===== src/rtl/muldiv_issue_seq.sv =====
// Issue sequencer for the M-extension MULDIV unit: registers one request, pulses start,
// polls busy, captures the result and hands it to writeback with a latency count.
module muldiv_issue_seq #(
    parameter int DATA_WIDTH = 32,
    parameter int TAG_WIDTH  = 5,
    parameter int CNT_WIDTH  = 6
) (
    input  logic                  clk,
    input  logic                  rst,
    input  logic                  req_valid_i,
    output logic                  req_ready_o,
    input  logic [DATA_WIDTH-1:0] req_rs1_i,
    input  logic [DATA_WIDTH-1:0] req_rs2_i,
    input  logic [2:0]            req_funct3_i,
    input  logic [TAG_WIDTH-1:0]  req_rd_i,
    input  logic                  flush_i,
    output logic [DATA_WIDTH-1:0] md_rs1_o,
    output logic [DATA_WIDTH-1:0] md_rs2_o,
    output logic [2:0]            md_funct3_o,
    output logic                  md_start_o,
    input  logic [DATA_WIDTH-1:0] md_c_i,
    input  logic                  md_busy_i,
    output logic                  rsp_valid_o,
    input  logic                  rsp_ready_i,
    output logic [DATA_WIDTH-1:0] rsp_data_o,
    output logic [TAG_WIDTH-1:0]  rsp_rd_o,
    output logic [CNT_WIDTH-1:0]  rsp_cycles_o,
    output logic                  busy_o
);

    typedef enum logic [2:0] {
        ST_IDLE,
        ST_ISSUE,
        ST_WAIT,
        ST_RESP,
        ST_DRAIN
    } state_t;

    state_t                r_state;
    state_t                w_state_next;

    logic [DATA_WIDTH-1:0] r_rs1;
    logic [DATA_WIDTH-1:0] r_rs2;
    logic [2:0]            r_funct3;
    logic [TAG_WIDTH-1:0]  r_rd;
    logic [CNT_WIDTH-1:0]  r_cnt;
    logic [DATA_WIDTH-1:0] r_rsp_data;
    logic [TAG_WIDTH-1:0]  r_rsp_rd;
    logic [CNT_WIDTH-1:0]  r_rsp_cycles;

    logic                  w_req_ready;
    logic                  w_accept;
    logic                  w_polling;
    logic                  w_capture;
    logic                  w_cnt_inc;

    assign w_req_ready = (r_state == ST_IDLE) & ~flush_i & ~rst;
    assign w_accept    = req_valid_i & w_req_ready;
    assign w_polling   = (r_state == ST_ISSUE) | (r_state == ST_WAIT);
    assign w_capture   = w_polling & ~flush_i & ~md_busy_i;
    // The count always reflects cycles spent so far including the current one,
    // so it advances on every edge that lands in WAIT.
    assign w_cnt_inc   = (w_state_next == ST_WAIT) & ~(&r_cnt);

    always_comb begin
        w_state_next = r_state;
        case (r_state)
            ST_IDLE: begin
                if (w_accept) begin
                    w_state_next = ST_ISSUE;
                end
            end
            ST_ISSUE, ST_WAIT: begin
                if (flush_i) begin
                    w_state_next = md_busy_i ? ST_DRAIN : ST_IDLE;
                end else if (!md_busy_i) begin
                    w_state_next = ST_RESP;
                end else begin
                    w_state_next = ST_WAIT;
                end
            end
            ST_RESP: begin
                if (flush_i || rsp_ready_i) begin
                    w_state_next = ST_IDLE;
                end
            end
            ST_DRAIN: begin
                if (!md_busy_i) begin
                    w_state_next = ST_IDLE;
                end
            end
            default: w_state_next = ST_IDLE;
        endcase
    end

    always_ff @(posedge clk) begin
        if (rst) begin
            r_state <= ST_IDLE;
        end else begin
            r_state <= w_state_next;
        end
    end

    // Operands persist across operations so MULDIV can spot a repeated-operand remainder.
    always_ff @(posedge clk) begin
        if (rst) begin
            r_rs1    <= '0;
            r_rs2    <= '0;
            r_funct3 <= '0;
            r_rd     <= '0;
        end else if (w_accept) begin
            r_rs1    <= req_rs1_i;
            r_rs2    <= req_rs2_i;
            r_funct3 <= req_funct3_i;
            r_rd     <= req_rd_i;
        end
    end

    always_ff @(posedge clk) begin
        if (rst) begin
            r_cnt <= '0;
        end else if (w_accept) begin
            r_cnt <= CNT_WIDTH'(1);
        end else if (w_polling && w_cnt_inc) begin
            r_cnt <= r_cnt + 1'b1;
        end
    end

    always_ff @(posedge clk) begin
        if (rst) begin
            r_rsp_data   <= '0;
            r_rsp_rd     <= '0;
            r_rsp_cycles <= '0;
        end else if (w_capture) begin
            r_rsp_data   <= md_c_i;
            r_rsp_rd     <= r_rd;
            r_rsp_cycles <= r_cnt;
        end
    end

    assign req_ready_o  = w_req_ready;
    assign md_rs1_o     = r_rs1;
    assign md_rs2_o     = r_rs2;
    assign md_funct3_o  = r_funct3;
    assign md_start_o   = (r_state == ST_ISSUE);
    assign rsp_valid_o  = (r_state == ST_RESP);
    assign rsp_data_o   = r_rsp_data;
    assign rsp_rd_o     = r_rsp_rd;
    assign rsp_cycles_o = r_rsp_cycles;
    assign busy_o       = (r_state != ST_IDLE);

endmodule


===== config.mk =====
export PLATFORM = sky130hd
export DESIGN_NAME = muldiv_issue_seq
export DESIGN_NICKNAME = d
export VERILOG_FILES = /design/src/rtl/muldiv_issue_seq.sv
export SDC_FILE = /design/constraint.sdc
export NUM_CORES = 1
export LEC_CHECK = 0
export CELL_PAD_IN_SITES_DETAIL_PLACEMENT = 1
export CELL_PAD_IN_SITES_GLOBAL_PLACEMENT = 1
export CORE_MARGIN = 2
export CORE_UTILIZATION = 29
export CTS_BUF_LIST = sky130_fd_sc_hd__clkbuf_4 sky130_fd_sc_hd__clkbuf_8 sky130_fd_sc_hd__clkbuf_16
export CTS_CLUSTER_SIZE = 40
export DETAILED_ROUTE_END_ITERATION = 6
export HOLD_SLACK_MARGIN = 0.1
export MAX_ROUTING_LAYER = met4
export PLACE_DENSITY = 0.91
export SYNTH_ARGS = -nofsm -noshare
export SYNTH_HDL_FRONTEND = slang
export SYNTH_SLANG_ARGS = --single-unit

===== constraint.sdc =====
create_clock -name clk -period 2 [get_ports clk]
set_input_delay 0.4 -clock clk [delete_from_list [all_inputs] [get_ports clk]]
set_output_delay 0.4 -clock clk [all_outputs]
set_load 0.02 [all_outputs]

==> results.md <==
* Via count at 4,581
* Max-slew violations at 0
* CTS root buffer: clkbuf_16
* HPWL after detailed placement at between 10,000 and 15,000 µm
* Vias per cell at approximately 4.5
* CP Launch Type: flip-flop
* Layout cells sized above 1 at 7.449%
* Die area at about 17,000 µm²
* Drt first pass iters at 4
* Worst Hold Launch: md_rs1_o[30]
* Core area at approximately 16,000 µm²
* DRT antenna net count at 0
* Die Y at 131.5 µm
* Post-route core utilization at ~48%
* Peak supply drop at roughly 550 µV
* #FFs+latches synth at approximately 120
* Finished Layout Cells at around 1,000
* Starting Density at about 30%
* WP data required at approximately 1.6 ns
* Area grow syn2layout at 61.49%
* F_max at 520.2 MHz
* Crit. End Element: output pin
* Buffers inserted during post-CTS setup optimization at 0
* Clock skew at between 0.007 and 0.008 ns
* Post-synth ARST share at 0%
* Worst skew pair latency at around 0.4 ns
* Critical path's slowest cell: or4_4
* Total power at 6608 µW
* WL final at around 15,000 µm
* H-Tree Depth at 4
* Power Density at roughly 870 nW/µm²
* Antenna violations before repair at 1
* Clock Sinks at 124
* Total global routing track utilization at between 15 and 20%
* Hold Path Class: flip-flop to flip-flop
* First-pass GRT wire length at about 24,000 µm
* Mapped Cells at approximately 560
* DP Cell Count at between 900 and 1,000
* DR DRC count at 0
* Post-Syn Area at 4717 µm²
* Number of global-route vias before repair at between 4,000 and 5,000
* Largest net degree at the start of global routing at 50
* GRT Residual Overflow at 0
* Tmin final at just under 2 ns
* IO Port Bufs at ~220
* I/O pins at approximately 220
* Worst-Margin Slew at 0.4884 ns
* Crit-path cells: or4_4, nor2_1, buf_2
* Leak pwr at between 0.002 and 0.003 µW
* CTS max path bufs at 2
* Slew HR at between 60% and 70%
* Top_reg_cell synth: dfxtp_1
* RSZ-0062 raised after global routing: no
* Max-cap violation count at 0
* Run status: finished, final reports clean
* DR iter-0 viols at 154
* Worst path max stage delay at 0.53 ns
* Final period utilization at a little over nine tenths
* Register area share after synthesis at 52.63%
* Crit. Startpoint: r_state[2]
* Die width at roughly 130 µm
* Hold Fails Final Rpt at 0
* Final Setup Violations at 0
* Netlist cell types at 36
* Worst Path Class, Setup: flip-flop to output pin
* CTS tree: done
* Row count at 46
* Critical Path AT at 1.52 ns
* Final net count at 891
* Critical Path Fanout Max at 2
* Mapped Avg Cell Area at roughly 8.4 µm²
* EDFF count, synth at 0
* Syn Nets at 670
* WL/cell at approximately 15 µm
* R2r startpoint: r_state[2]
* CTS clk-pin slew, worst paths at roughly 0.050 ns
* CTS Buf Count at 17
* GP Congestion at between 0.7 and 0.8
* Ys Warns at 0
* Hold_buf cts at 0
[path summary, 6_finish.rpt]
path | cells past startpoint | slack (ns) | end
max | 3 | 0.08 | req_ready_o
min | 2 | 0.45 | md_rs1_o[30]
max reg2reg | 6 | 0.12 | r_rd[1]
min reg2reg | 2 | 0.45 | md_rs1_o[30]
[Yosys cell counts, types with 2 or more instances]
master    number  area, µm²
buf_6          6      67.56
clkbuf_1       8      30.03
mux2i_1        2      20.02
o21ai_0        3      15.01
nor3_1         2      10.01
nand3_1        2      10.01
nor2_1         7      26.28
nand3b_1       3      22.52
buf_12         7      140.1
a21oi_1      118      590.6
dfxtp_1      124       2482
nand2_1      233      874.6
inv_1          2      7.510
clkbuf_8      14      192.7
nor3b_1        3      22.52
xor2_1         2      17.52
buf_2          4      20.02
[through the flow]
stage               TNS, ns  cell area (µm²)  hold WS (ns)  worst slack, ns
floorplan                 0             4717        0.4294           0.3338
global placement     -14.96             6955        0.4409          -0.3496
finish                    0             7617        0.4519          0.07751
detailed placement   -18.83             6955        0.4458          -0.3521
global route              0             7617        0.4714         0.002218
CTS                       0             7611        0.4538          0.04847
[cell type report]
type	instances	area, µm²
well taps	216	270.3
inverters	2	7.507
fillers	1886	8268
clock buffers	26	543.0
flip-flops and latches	124	2482
multi-input cells	392	1765
repair buffers	243	2421
diodes	1	2.502
clock inverters	5	125.1
[metal layers]
metal | vias to the layer above | routed length, µm | track usage [%] | share of wire [%]
li1 | 2260 | - | - | -
met1 | 2169 | 6213 | 19.27 | 41
met2 | 128 | 7907 | 31.68 | 52
met3 | 24 | 780 | 5.170 | 5.1
met4 | 0 | 367 | 7.307 | 2.4
met5 | - | 0 | - | 0
[what timing repair did]
action,CTS,global route
resized for setup,10,1
cloned,0,0
setup endpoints to repair,4,2
pin swaps,0,1
[cell usage in the layout (no fill, tap or decap), drive strengths merged, types with 2 or more instances in the layout]
cell	n
o21ai	3
clkdlybuf4s50	218
dfxtp	124
a21oi	118
nand3b	3
nand2	233
bufinv	4
xor2	3
nand3	2
nor3	2
dlygate4sd2	2
buf	23
clkbuf	26
or3	2
inv	2
nor3b	4
nor2	7
mux2i	2
[registers in the layout, indices dropped and copies added, names as in the netlist]
register / cells
r_state: 3
rsp_rd_o: 5
r_cnt: 6
rsp_data_o: 32
r_rd: 5
md_funct3_o: 3
md_rs2_o: 32
rsp_cycles_o: 6
md_rs1_o: 32
[logic make-up after synthesis]
kind of cell,Yosys count,share of synthesized area [%]
buffers and inverters,43,10.11
xor gates and xnor gates,3,0.7163
muxes,2,0.4244
and+or+nand+nor,259,22.04
DFF,124,52.63
AOI/OAI and AO/OA,127,13.82
adders and majority gates,1,0.2652
[worst max-delay path: cells and delay by family (launching register included)]
kind	cells	cell delay [ns]
and+or+nand+nor	2	0.63
DFF	1	0.32
buffers and inverters	1	0.17
[report_power, final]
group / leakage [µW] / internal [µW] / total [µW] / switching, µW
Combinational: 0.00134 / 348 / 627 / 279
Clock: 0.000332 / 2360 / 3420 / 1060
Sequential: 0.00100 / 2530 / 2560 / 30.3
Total: 0.00268 / 5240 / 6610 / 1370
Note: power is estimated with default switching activity, not from simulation.
